<file path="src/rtl/switch_debounce_pkg.sv">
// Shared constants for the switch-conditioning stage: bit positions of the DIP-switch
// fields and the default debounce window.
package switch_debounce_pkg;

    localparam int SW_WIDTH            = 5;
    localparam int SW_STEP_LSB         = 0;
    localparam int SW_STEP_MSB         = 3;
    localparam int SW_UPDN_BIT         = 4;
    localparam int DEBOUNCE_20MS_50MHZ = 1_000_000;

    typedef logic [SW_WIDTH-1:0] sw_t;

    typedef struct packed {
        logic                             up_down;
        logic [SW_STEP_MSB:SW_STEP_LSB]   step;
    } sw_fields_t;

    // Count up, step 0 after reset.
    localparam sw_t SW_RESET_VAL = sw_t'(1) << SW_UPDN_BIT;

endpackage

</file>
<file path="src/rtl/switch_debounce_if.sv">
// Switch-level bundle between the raw DIP switches and the conditioned outputs.
// master drives the raw levels; slave is the debouncer.
interface switch_debounce_if #(
    parameter int WIDTH = switch_debounce_pkg::SW_WIDTH
);
    logic [WIDTH-1:0] sw_in;
    logic [WIDTH-1:0] sw_out;
    logic [WIDTH-1:0] sw_rise;
    logic [WIDTH-1:0] sw_fall;
    logic             any_change;

    modport master (
        output sw_in,
        input  sw_out, sw_rise, sw_fall, any_change
    );

    modport slave (
        input  sw_in,
        output sw_out, sw_rise, sw_fall, any_change
    );
endinterface

</file>
<file path="src/rtl/switch_debounce_bit.sv">
// One switch bit: 2-FF synchroniser, stability counter, registered level and edge pulses.
// Latency 2+STABLE_CYCLES clocks from a clean input change to sw_o; no backpressure.
module debounce_bit #(
    parameter int   STABLE_CYCLES = 1_000_000,
    parameter int   CNT_W         = 20,
    parameter logic RST_BIT       = 1'b0
) (
    input  logic clk,
    input  logic rst,
    input  logic sw_i,
    output logic sw_o,
    output logic rise_o,
    output logic fall_o
);

    localparam logic [CNT_W-1:0] TERM_CNT = CNT_W'(STABLE_CYCLES - 1);

    logic             s1_q, s2_q;
    logic [CNT_W-1:0] cnt_q, cnt_d;
    logic             out_q, out_d;
    logic             rise_q, rise_d;
    logic             fall_q, fall_d;

    always_comb begin
        cnt_d  = '0;
        out_d  = out_q;
        rise_d = 1'b0;
        fall_d = 1'b0;
        // Any cycle where the synchronised level agrees with the output restarts the window.
        if (s2_q != out_q) begin
            if (cnt_q == TERM_CNT) begin
                out_d  = s2_q;
                rise_d = s2_q;
                fall_d = ~s2_q;
            end else begin
                cnt_d = cnt_q + 1'b1;
            end
        end
    end

    always_ff @(posedge clk) begin
        if (rst) begin
            s1_q   <= RST_BIT;
            s2_q   <= RST_BIT;
            cnt_q  <= '0;
            out_q  <= RST_BIT;
            rise_q <= 1'b0;
            fall_q <= 1'b0;
        end else begin
            s1_q   <= sw_i;
            s2_q   <= s1_q;
            cnt_q  <= cnt_d;
            out_q  <= out_d;
            rise_q <= rise_d;
            fall_q <= fall_d;
        end
    end

    assign sw_o   = out_q;
    assign rise_o = rise_q;
    assign fall_o = fall_q;

endmodule

</file>
<file path="src/rtl/switch_debounce.sv">
// Debounces the DIP-switch levels feeding the step counter; one independent debouncer per bit.
// Latency 2+STABLE_CYCLES clocks; any_change is the same-cycle OR of the registered pulses.
module switch_debounce
    import switch_debounce_pkg::*;
#(
    parameter int               WIDTH         = SW_WIDTH,
    parameter int               STABLE_CYCLES = DEBOUNCE_20MS_50MHZ,
    parameter int               CNT_W         = 20,
    parameter logic [WIDTH-1:0] RESET_VAL     = WIDTH'(SW_RESET_VAL)
) (
    input  logic              clk,
    input  logic              rst,
    switch_debounce_if.slave  sw
);

    logic [WIDTH-1:0] out_w, rise_w, fall_w;

    for (genvar b = 0; b < WIDTH; b++) begin : g_bit
        debounce_bit #(
            .STABLE_CYCLES (STABLE_CYCLES),
            .CNT_W         (CNT_W),
            .RST_BIT       (RESET_VAL[b])
        ) u_bit (
            .clk    (clk),
            .rst    (rst),
            .sw_i   (sw.sw_in[b]),
            .sw_o   (out_w[b]),
            .rise_o (rise_w[b]),
            .fall_o (fall_w[b])
        );
    end

    assign sw.sw_out     = out_w;
    assign sw.sw_rise    = rise_w;
    assign sw.sw_fall    = fall_w;
    assign sw.any_change = |(rise_w | fall_w);

endmodule

</file>
<file path="src/flat_wrapper.sv">
// flat-port wrapper written by rule: the top's interface ports become plain ports
module switch_debounce_flat import switch_debounce_pkg::*;
#(
    parameter int               WIDTH         = SW_WIDTH,
    parameter int               STABLE_CYCLES = DEBOUNCE_20MS_50MHZ,
    parameter int               CNT_W         = 20,
    parameter logic [WIDTH-1:0] RESET_VAL     = WIDTH'(SW_RESET_VAL)
)
  (clk, rst, sw_sw_in, sw_sw_out, sw_sw_rise, sw_sw_fall, sw_any_change);
  switch_debounce_if #(.WIDTH(WIDTH)) sw_i ();
  input  logic clk;
  input  logic rst;
  input wire logic [$bits(sw_i.sw_in)-1:0] sw_sw_in;
  output wire logic [$bits(sw_i.sw_out)-1:0] sw_sw_out;
  output wire logic [$bits(sw_i.sw_rise)-1:0] sw_sw_rise;
  output wire logic [$bits(sw_i.sw_fall)-1:0] sw_sw_fall;
  output wire logic [$bits(sw_i.any_change)-1:0] sw_any_change;
  assign sw_i.sw_in = sw_sw_in;
  assign sw_sw_out = sw_i.sw_out;
  assign sw_sw_rise = sw_i.sw_rise;
  assign sw_sw_fall = sw_i.sw_fall;
  assign sw_any_change = sw_i.any_change;
  switch_debounce #(.WIDTH(WIDTH), .STABLE_CYCLES(STABLE_CYCLES), .CNT_W(CNT_W), .RESET_VAL(RESET_VAL)) u_core (.clk(clk), .rst(rst), .sw(sw_i));
endmodule
</file>
<file path="config.mk">
export PLATFORM = sky130hd
export DESIGN_NAME = switch_debounce_flat
export DESIGN_NICKNAME = d
export VERILOG_FILES = /design/src/rtl/switch_debounce_pkg.sv /design/src/rtl/switch_debounce_if.sv /design/src/rtl/switch_debounce_bit.sv /design/src/rtl/switch_debounce.sv /design/src/flat_wrapper.sv
export SDC_FILE = /design/constraint.sdc
export NUM_CORES = 1
export LEC_CHECK = 0
export BUFFER_PORTS_ARGS = -buffer_cell sky130_fd_sc_hd__buf_2
export CORE_ASPECT_RATIO = 1.2
export CORE_MARGIN = 4
export CORE_UTILIZATION = 42
export CTS_CLUSTER_SIZE = 14
export DETAILED_ROUTE_END_ITERATION = 7
export GPL_TIMING_DRIVEN = 1
export SYNTH_ARGS = -nofsm -noshare
export SYNTH_HDL_FRONTEND = slang
export SYNTH_HIERARCHICAL = 1
export SYNTH_SLANG_ARGS = --single-unit
</file>
<file path="constraint.sdc">
create_clock -name clk -period 2.6 [get_ports clk]
set_clock_uncertainty 0.1 [all_clocks]
set_input_delay 0.13 -clock clk [delete_from_list [all_inputs] [get_ports clk]]
set_output_delay 0.13 -clock clk [all_outputs]
set_load 0.02 [all_outputs]
</file>
# Word-level counts from Yosys, hierarchy flattened
# Cells that the tools add are included.
[totals]
reg_bits = 125
input_bits = 7
output_inout_bits = 16
wordCells = 77
[op_classes]
n_addsub = 5
eq_ne = 10
bitwise_logic = 16
n_reduce_logical = 16
[op_table]
columns = ["cell", "count"]
rows = [
  ["20-bit by 1-bit adder with 20-bit output, second input constant", 5],
  ["20-bit equality test, second input constant", 5],
  ["3-bit OR reduction", 10],
  ["1-bit NOT", 15],
  ["2-bit AND reduction", 5],
  ["1-bit inequality test", 5],
  ["5-bit OR", 1],
  ["5-bit OR reduction", 1],
]

# Depth between registers and ports, before layout
# Gate-level depths: netlist (run 1).
[logic_depth]
ltp_word = 3
ltp_mapped = 6
depth_no_buf = 5

# By module
# The synthesis (run 1) kept the hierarchy.
[modules_own_cells]
columns = ["module", "instances", "cells_each", "area_each_um2", "seq_area_each_um2"]
rows = [
  ["debounce_bit at u_core.g_bit[0].u_bit ...", 4, 121, 1072.3, 500.5],
  ["debounce_bit at u_core.g_bit[4].u_bit", 1, 121, 1068.5, 500.5],
  ["switch_debounce", 1, 4, 21.3, 0.0],
]

# Worst setup path before layout (run 1)
# OpenSTA, ideal clock, no wires.
[synth_timing]
path_kind = "register to register"
start = "register u_core.g_bit[0].u_bit.cnt_q[0]"
end = "register u_core.g_bit[0].u_bit.cnt_q[10]"
setup_ns = 0.115
arrival_ns = 1.764
t_required_ns = 2.385
slack_ns = 0.621
path_stages_with_launch = 7
n_path_buf = 1
period_less_slack_ns = 1.979
cell_sequence = "dfxtp_1 -> ha_1 -> nand3_4 -> or4_1 -> o21ai_2 -> buf_4 -> nor2_1"
[synth_via]
elab_chain_len = 2
word_cells_on_any_way = 3
cone_classes = "1 x add/sub; 1 x eq/ne; 1 x reduce/logical"
[synth_lines]
columns = ["item", "line", "source"]
rows = [
  ["start: declaration", "switch_debounce_bit.sv:19", "logic [CNT_W-1:0] cnt_q, cnt_d;"],
  ["start signal: assignment", "switch_debounce_bit.sv:52", "cnt_q <= cnt_d;"],
  ["parallel branches: the longest is 2 deep, another holds 20-bit by 1-bit adder with 20-bit output", "--", ""],
]
# Several ways; the timed one is not identified.
# A chain may end at the register's enable or synchronous reset.

# Worst setup path in the final report (run 1)
[layout_timing]
start = "register u_core.g_bit[2].u_bit.cnt_q[0]"
end = "register u_core.g_bit[2].u_bit.cnt_q[18]"
[layout_via]
elab_chain_len = 2
word_cells_on_any_way = 3
cone_classes = "1 x add/sub; 1 x eq/ne; 1 x reduce/logical"
[layout_lines]
columns = ["item", "line"]
rows = [
  ["start: declaration", "switch_debounce_bit.sv:19"],
  ["start signal: assignment", "switch_debounce_bit.sv:52"],
  ["parallel branches: the longest is 2 deep, another holds 20-bit by 1-bit adder with 20-bit output", "--"],
]
# Several ways; the timed one is not identified.

==> flow_summary.ini, run 1 <==
[yosys]
ys_seq_area_share_pct = 46.5
synthesis.area_um2 = 5380
yosysTopAreaCell = dfxtp_1
ys_seq_elements = 125
synth.avg_cell_area_um2 = 8.83
synth-main-ff-cell = dfxtp_1
syn-instance-count = 609
netlist_top_cells_count = dfxtp_1, nor2_1, xnor2_1, nand2_1, a21oi_1
yosysMostFrequentCell = dfxtp_1
ys_types = 36
ys_warn_count = 6
synth-edff-count = 0
synth_top_area_share_pct = 46.5
async_reset_ff_share_pct = 0
synth_area_leaders = dfxtp_1, xnor2_1, nor2_1
synth_nets = 621

[routing]
drt_drc_violations_left = 0
via_per_inst = 5.23
finalWirelength_um = 10600
dr.pass1.iters = 4
num_vias = 4344
antenna_left = 0
routedWlPerCell_um = 12.8
drt_iter0_drc = 237

[pwr]
switching_share_pct = 19.8
cellPowerDensity_nw_per_um2 = 659
power_mw = 4.15
leakage_nw = 1.90
p_switching_mw = 0.822
combPwrFrac_pct = 1.2
intPower_mw = 3.32
ir_worst_vdd_v = 0.000457
pwr-share-clk_pct = 52.2
power_frac_seq_pct = 46.6

[global_route]
antenna_found_initial = 0
first_global_vias = 4082
grt_usage_pct = 15.1
grtUsageMet1_pct = 18.3
grt_pass1_wl_um = 18300
busiest_layer = met2
grt_use_met3_pct = 4.82
overflow = 0
grt_max_degree = 31
met2_usage_pct = 24.0

[final_layout]
diodes = 0
layout.nets = 665
area_growth_pct = 17.0
drive_gt1_share_pct = 11.7
fin_cells = 830

[setup_path]
cp.buffers_inverters = 0
crit_family = simple AND/OR/NAND/NOR gates
cp_max_fo = 7
arrival_ns = 2.38
r2r_setup_slack_ns = 0.47
worstSetupEndpointType = register
path_class = reg2reg
crit_slowest_cell = or4_1
critPathRequiredTime_ns = 2.85
startpoint_type = register
path_cells = ha_1 > nand3_4 > or4_1 > or3_1 > a21oi_1
slowest_delay_ns = 0.69

[place]
dp_hpwl_um = 7640
pre_cts_ws_ns = 0.479
port-buffer-count = 22
placed_cells = 793
gp_congestion = 0.796

[sta]
hold_violations = 0
finalSetupViolCount = 0
worst_pin_slew_ns = 0.531
fmax_mhz = 469
finalCritPeriodShare_pct = 82.1
period_minus_slack_ns = 2.13
relSlewSlack_pct = 64.3
postLayoutSetupSlackWorst_ns = 0.466
fin_tns_setup_ns = 0
slew_violations = 0
rsz0062_at_grt = no

[clock_network]
cts_root_buf = clkbuf_16
cts_hold_buffers = 5
cts_resized = 0
clk_latency_ns = 0.41
cts_made_buffers = 17
path_clk_slew_ns = 0.05
cts_sinks = 125
h-tree-depth = 4
clockBufferDepth = 2
post-cts-setup-buffer-count = 0
cts_tree = yes

[run_status]
status = complete, no violations

[die]
floorplan.initialDensity_pct = 42.6
die_x_um = 111
die-area_um2 = 14700
die_h_um = 132
rows = 45
core_area_um2 = 12600
ios = 23

[run]
cap_violations = 0

[min_path]
hold_path_class = in2reg
power by group through the flow:
stage / clock, mW / combinational (mW) / sequential [mW]
final: 2.16 / 0.0485 / 1.93
after global routing: 2.31 / 0.0547 / 1.93
after CTS: 2.22 / 0.0493 / 1.93
after detailed placement: 0 / 0.0433 / 1.97
after global placement: 0 / 0.0424 / 1.97
after floorplan: 0 / 0.0233 / 1.97
layout make-up:
class                           instances  area (µm²)
Clock buffer                           24         482
Tap cell                              164         205
Clock inverter                          8        65.1
Inverter                               17        63.8
Fill cell                            1186        6320
Multi-Input combinational cell        456        2750
Sequential cell                       125        2500
Timing Repair Buffer                   36         228
stage by stage:
step / utilization [%] / hold WS [ns] / instance area [µm²]
detailed placement: 45.2 / 0.217 / 5700
CTS: 49.9 / 0.0764 / 6290
finish: 49.9 / 0.0900 / 6290
global route: 49.9 / 0.124 / 6290
floorplan: - / 0.0991 / 5380
global placement: 45.2 / 0.215 / 5700
worst paths after layout:
| kind | end | depth (start not counted) | from |
|---|---|---|---|
| worst max-delay path | u_core/g_bit[2].u_bit/cnt_q[18]$_SDFF_PP0_ | 5 | u_core/g_bit[2].u_bit/cnt_q[0]$_SDFF_PP0_ |
| worst min-delay path | u_core/g_bit[2].u_bit/s2_q$_SDFF_PP0_ | 2 | rst |
| worst max register to register | u_core/g_bit[2].u_bit/cnt_q[18]$_SDFF_PP0_ | 5 | u_core/g_bit[2].u_bit/cnt_q[0]$_SDFF_PP0_ |
| worst min register to register | u_core/g_bit[4].u_bit/s2_q$_SDFF_PP1_ | 1 | u_core/g_bit[4].u_bit/s1_q$_SDFF_PP1_ |
metal layers:
layer  share of wire, %  vias up
met5                  0        -
met4                2.3        0
met3                3.5       21
met2                 47       66
met1                 47     1982
li1                   -     2275
cells by family after synthesis:
logic type	share of synthesized area (%)
xor+xnor	10.1
buf+inv	2.37
mux	0.186
compound gates	7.93
simple gates	31.7
flops	46.5
fa+ha+maj	1.16
state kept, by name, summed over array words and instances, names as in the netlist:
register	count
u_core/g_bit.u_bit/s1_q	5
u_core/g_bit.u_bit/s2_q	5
u_core/g_bit.u_bit/rise_o	5
u_core/g_bit.u_bit/fall_o	5
u_core/g_bit.u_bit/cnt_q	100
u_core/g_bit.u_bit/sw_o	5
cells in the final DEF, fill, tap and decap left out, types with 7 or more instances in the layout:
cell       count
dfxtp_1      125
nor2_1        82
xnor2_1       56
nand2_1       40
a21oi_1       36
o21ai_0       35
nand3_1       31
nor4_1        26
or3_1         23
buf_2         22
nand4_1       19
clkbuf_16     17
inv_1         17
nor3_1        17
or4_1         14
nor4b_1       10
buf_4          9
and4_1         8
nor2b_1        8
clkinv_2       7
No activity file was read; power rests on OpenSTA's default activity.
==> run 2, diff against run 1 <==
==> constraint.sdc (replaced) <==
create_clock -name clk -period 2.04 [get_ports clk]
set_clock_uncertainty 0.1 [all_clocks]
set_input_delay 0.102 -clock clk [delete_from_list [all_inputs] [get_ports clk]]
set_output_delay 0.102 -clock clk [all_outputs]
set_load 0.02 [all_outputs]
==> flow_summary.ini, run 2 (same netlist as run 1, synthesis figures left out) <==
[place]
dp_hpwl_um = 8150
gp_congestion = 0.814
placed_cell_area_um2 = 5910
port-buffer-count = 22

[sta]
slew_violations = 0
fin_tns_setup_ns = 0
fin_worst_hold_slack_ns = 0.317
rsz0062_at_grt = no
finalSetupViolCount = 0
hold_violations = 0
period_minus_slack_ns = 1.97
relSlewSlack_pct = 63.5
worst_pin_slew_ns = 0.542
finalCritPeriodShare_pct = 96.5
fmax_mhz = 508

[routing]
num_vias = 4533
finalWirelength_um = 11200
dr.pass1.iters = 4
drt_drc_violations_left = 0
antenna_left = 0
via_per_inst = 5.32
routedWlPerCell_um = 13.1
drt_iter0_drc = 261

[setup_path]
crit_slowest_cell = or4_4
slowest_delay_ns = 0.57
startpoint_type = register
arrival_ns = 2.20
path_cells = ha_2 > nand3_4 > or4_4 > or3_1 > a21oi_1
worstSetupEndpointType = register
critPathRequiredTime_ns = 2.28
crit_family = simple AND/OR/NAND/NOR gates
cp.buffers_inverters = 0
cp_max_fo = 4
path_class = reg2reg

[global_route]
overflow = 0
first_global_vias = 4364
grt_usage_pct = 16.2
grt_max_degree = 23
grt_use_met3_pct = 3.95
grtUsageMet1_pct = 20.3
antenna_found_initial = 0
grt_pass1_wl_um = 19800
busiest_layer = met2
met2_usage_pct = 25.9

[final_layout]
area_growth_pct = 23.7
largest_register_ffs = 100
layout.nets = 689
drive_gt1_share_pct = 17.4
fin_area_um2 = 6660
final_common_cell = dfxtp_1
mostFrequentLayoutCells = dfxtp_1, nor2_1, xnor2_1, nand2_1, a21oi_1
regMostFlops = u_core/g_bit.u_bit/cnt_q
diodes = 0

[clock_network]
h-tree-depth = 4
cts_sinks = 125
clockBufferDepth = 2
cts_made_buffers = 17
cts_tree = yes
cts_root_buf = clkbuf_16
path_clk_slew_ns = 0.05
clk_latency_ns = 0.41

[die]
ios = 23
core_area_um2 = 12600
die_h_um = 132
die_x_um = 111
rows = 45
die-area_um2 = 14700
floorplan.initialDensity_pct = 42.6

[run_status]
status = complete, no violations

[pwr]
leakage_nw = 2.06
ir_worst_vdd_v = 0.000570
power_mw = 5.52
cellPowerDensity_nw_per_um2 = 829

[min_path]
hold_path_class = reg2reg

[run]
cap_violations = 0
==> run 2: cell types whose count changed in the layout (fill, tap and decap cells not counted), sizes merged <==
cell,change
bufinv,+1
clkinv,-4
buf,+22
clkinvlp,+1
dlygate4sd3,+2
==> run 2: worst paths after layout <==
kind / from / endpoint / slack [ns] / cells after the start
setup reg to reg: u_core/g_bit[2].u_bit/cnt_q[0]$_SDFF_PP0_ / u_core/g_bit[2].u_bit/cnt_q[16]$_SDFF_PP0_ / 0.07 / 5
hold / removal: u_core/g_bit[4].u_bit/cnt_q[0]$_SDFF_PP0_ / u_core/g_bit[4].u_bit/cnt_q[0]$_SDFF_PP0_ / 0.32 / 1
setup / recovery: u_core/g_bit[2].u_bit/cnt_q[0]$_SDFF_PP0_ / u_core/g_bit[2].u_bit/cnt_q[16]$_SDFF_PP0_ / 0.07 / 5
hold reg to reg: u_core/g_bit[4].u_bit/cnt_q[0]$_SDFF_PP0_ / u_core/g_bit[4].u_bit/cnt_q[0]$_SDFF_PP0_ / 0.32 / 1
==> run 2: stage by stage <==
stage                     instances  setup slack, ns  util [%]
after global routing            852          0.00362      52.8
after CTS                       852        0.0000600      52.2
after floorplan                 609           0.0613         -
final                           852           0.0722      52.8
after detailed placement        815          -0.0165      46.9
after global placement          815           0.0722      46.9
==> run 2: power breakdown <==
group | internal, mW | leakage (nW) | switching, mW
clock network | 1.97 | 0.294 | 1.01
registers | 2.46 | 1.01 | 0.00851
logic | 0.0369 | 0.753 | 0.0392
==> run 2: area by class of cell <==
type                    instances  area (µm²)
clock buffers                  24         512
clock inverters                 6        82.6
fillers                      1169        5960
inverters                      17        63.8
multi-input cells             456        2820
flip-flops and latches        125        2510
well taps                     164         205
repair buffers                 60         463
==> run 2: repair_timing <==
action,in CTS,in global routing
hold endpoints to repair,7,0
gates cloned,0,0
resized for setup,2,19
buffers inserted,0,0
hold buffers,7,0
endpoints found under the setup margin,5,39
==> run 2: per-layer routing <==
| metal | up-vias | wire [µm] |
|---|---|---|
| li1 | 2316 | - |
| met2 | 66 | 5260 |
| met3 | 20 | 312 |
| met4 | 0 | 302 |
| met5 | - | 0 |
| met1 | 2131 | 5310 |
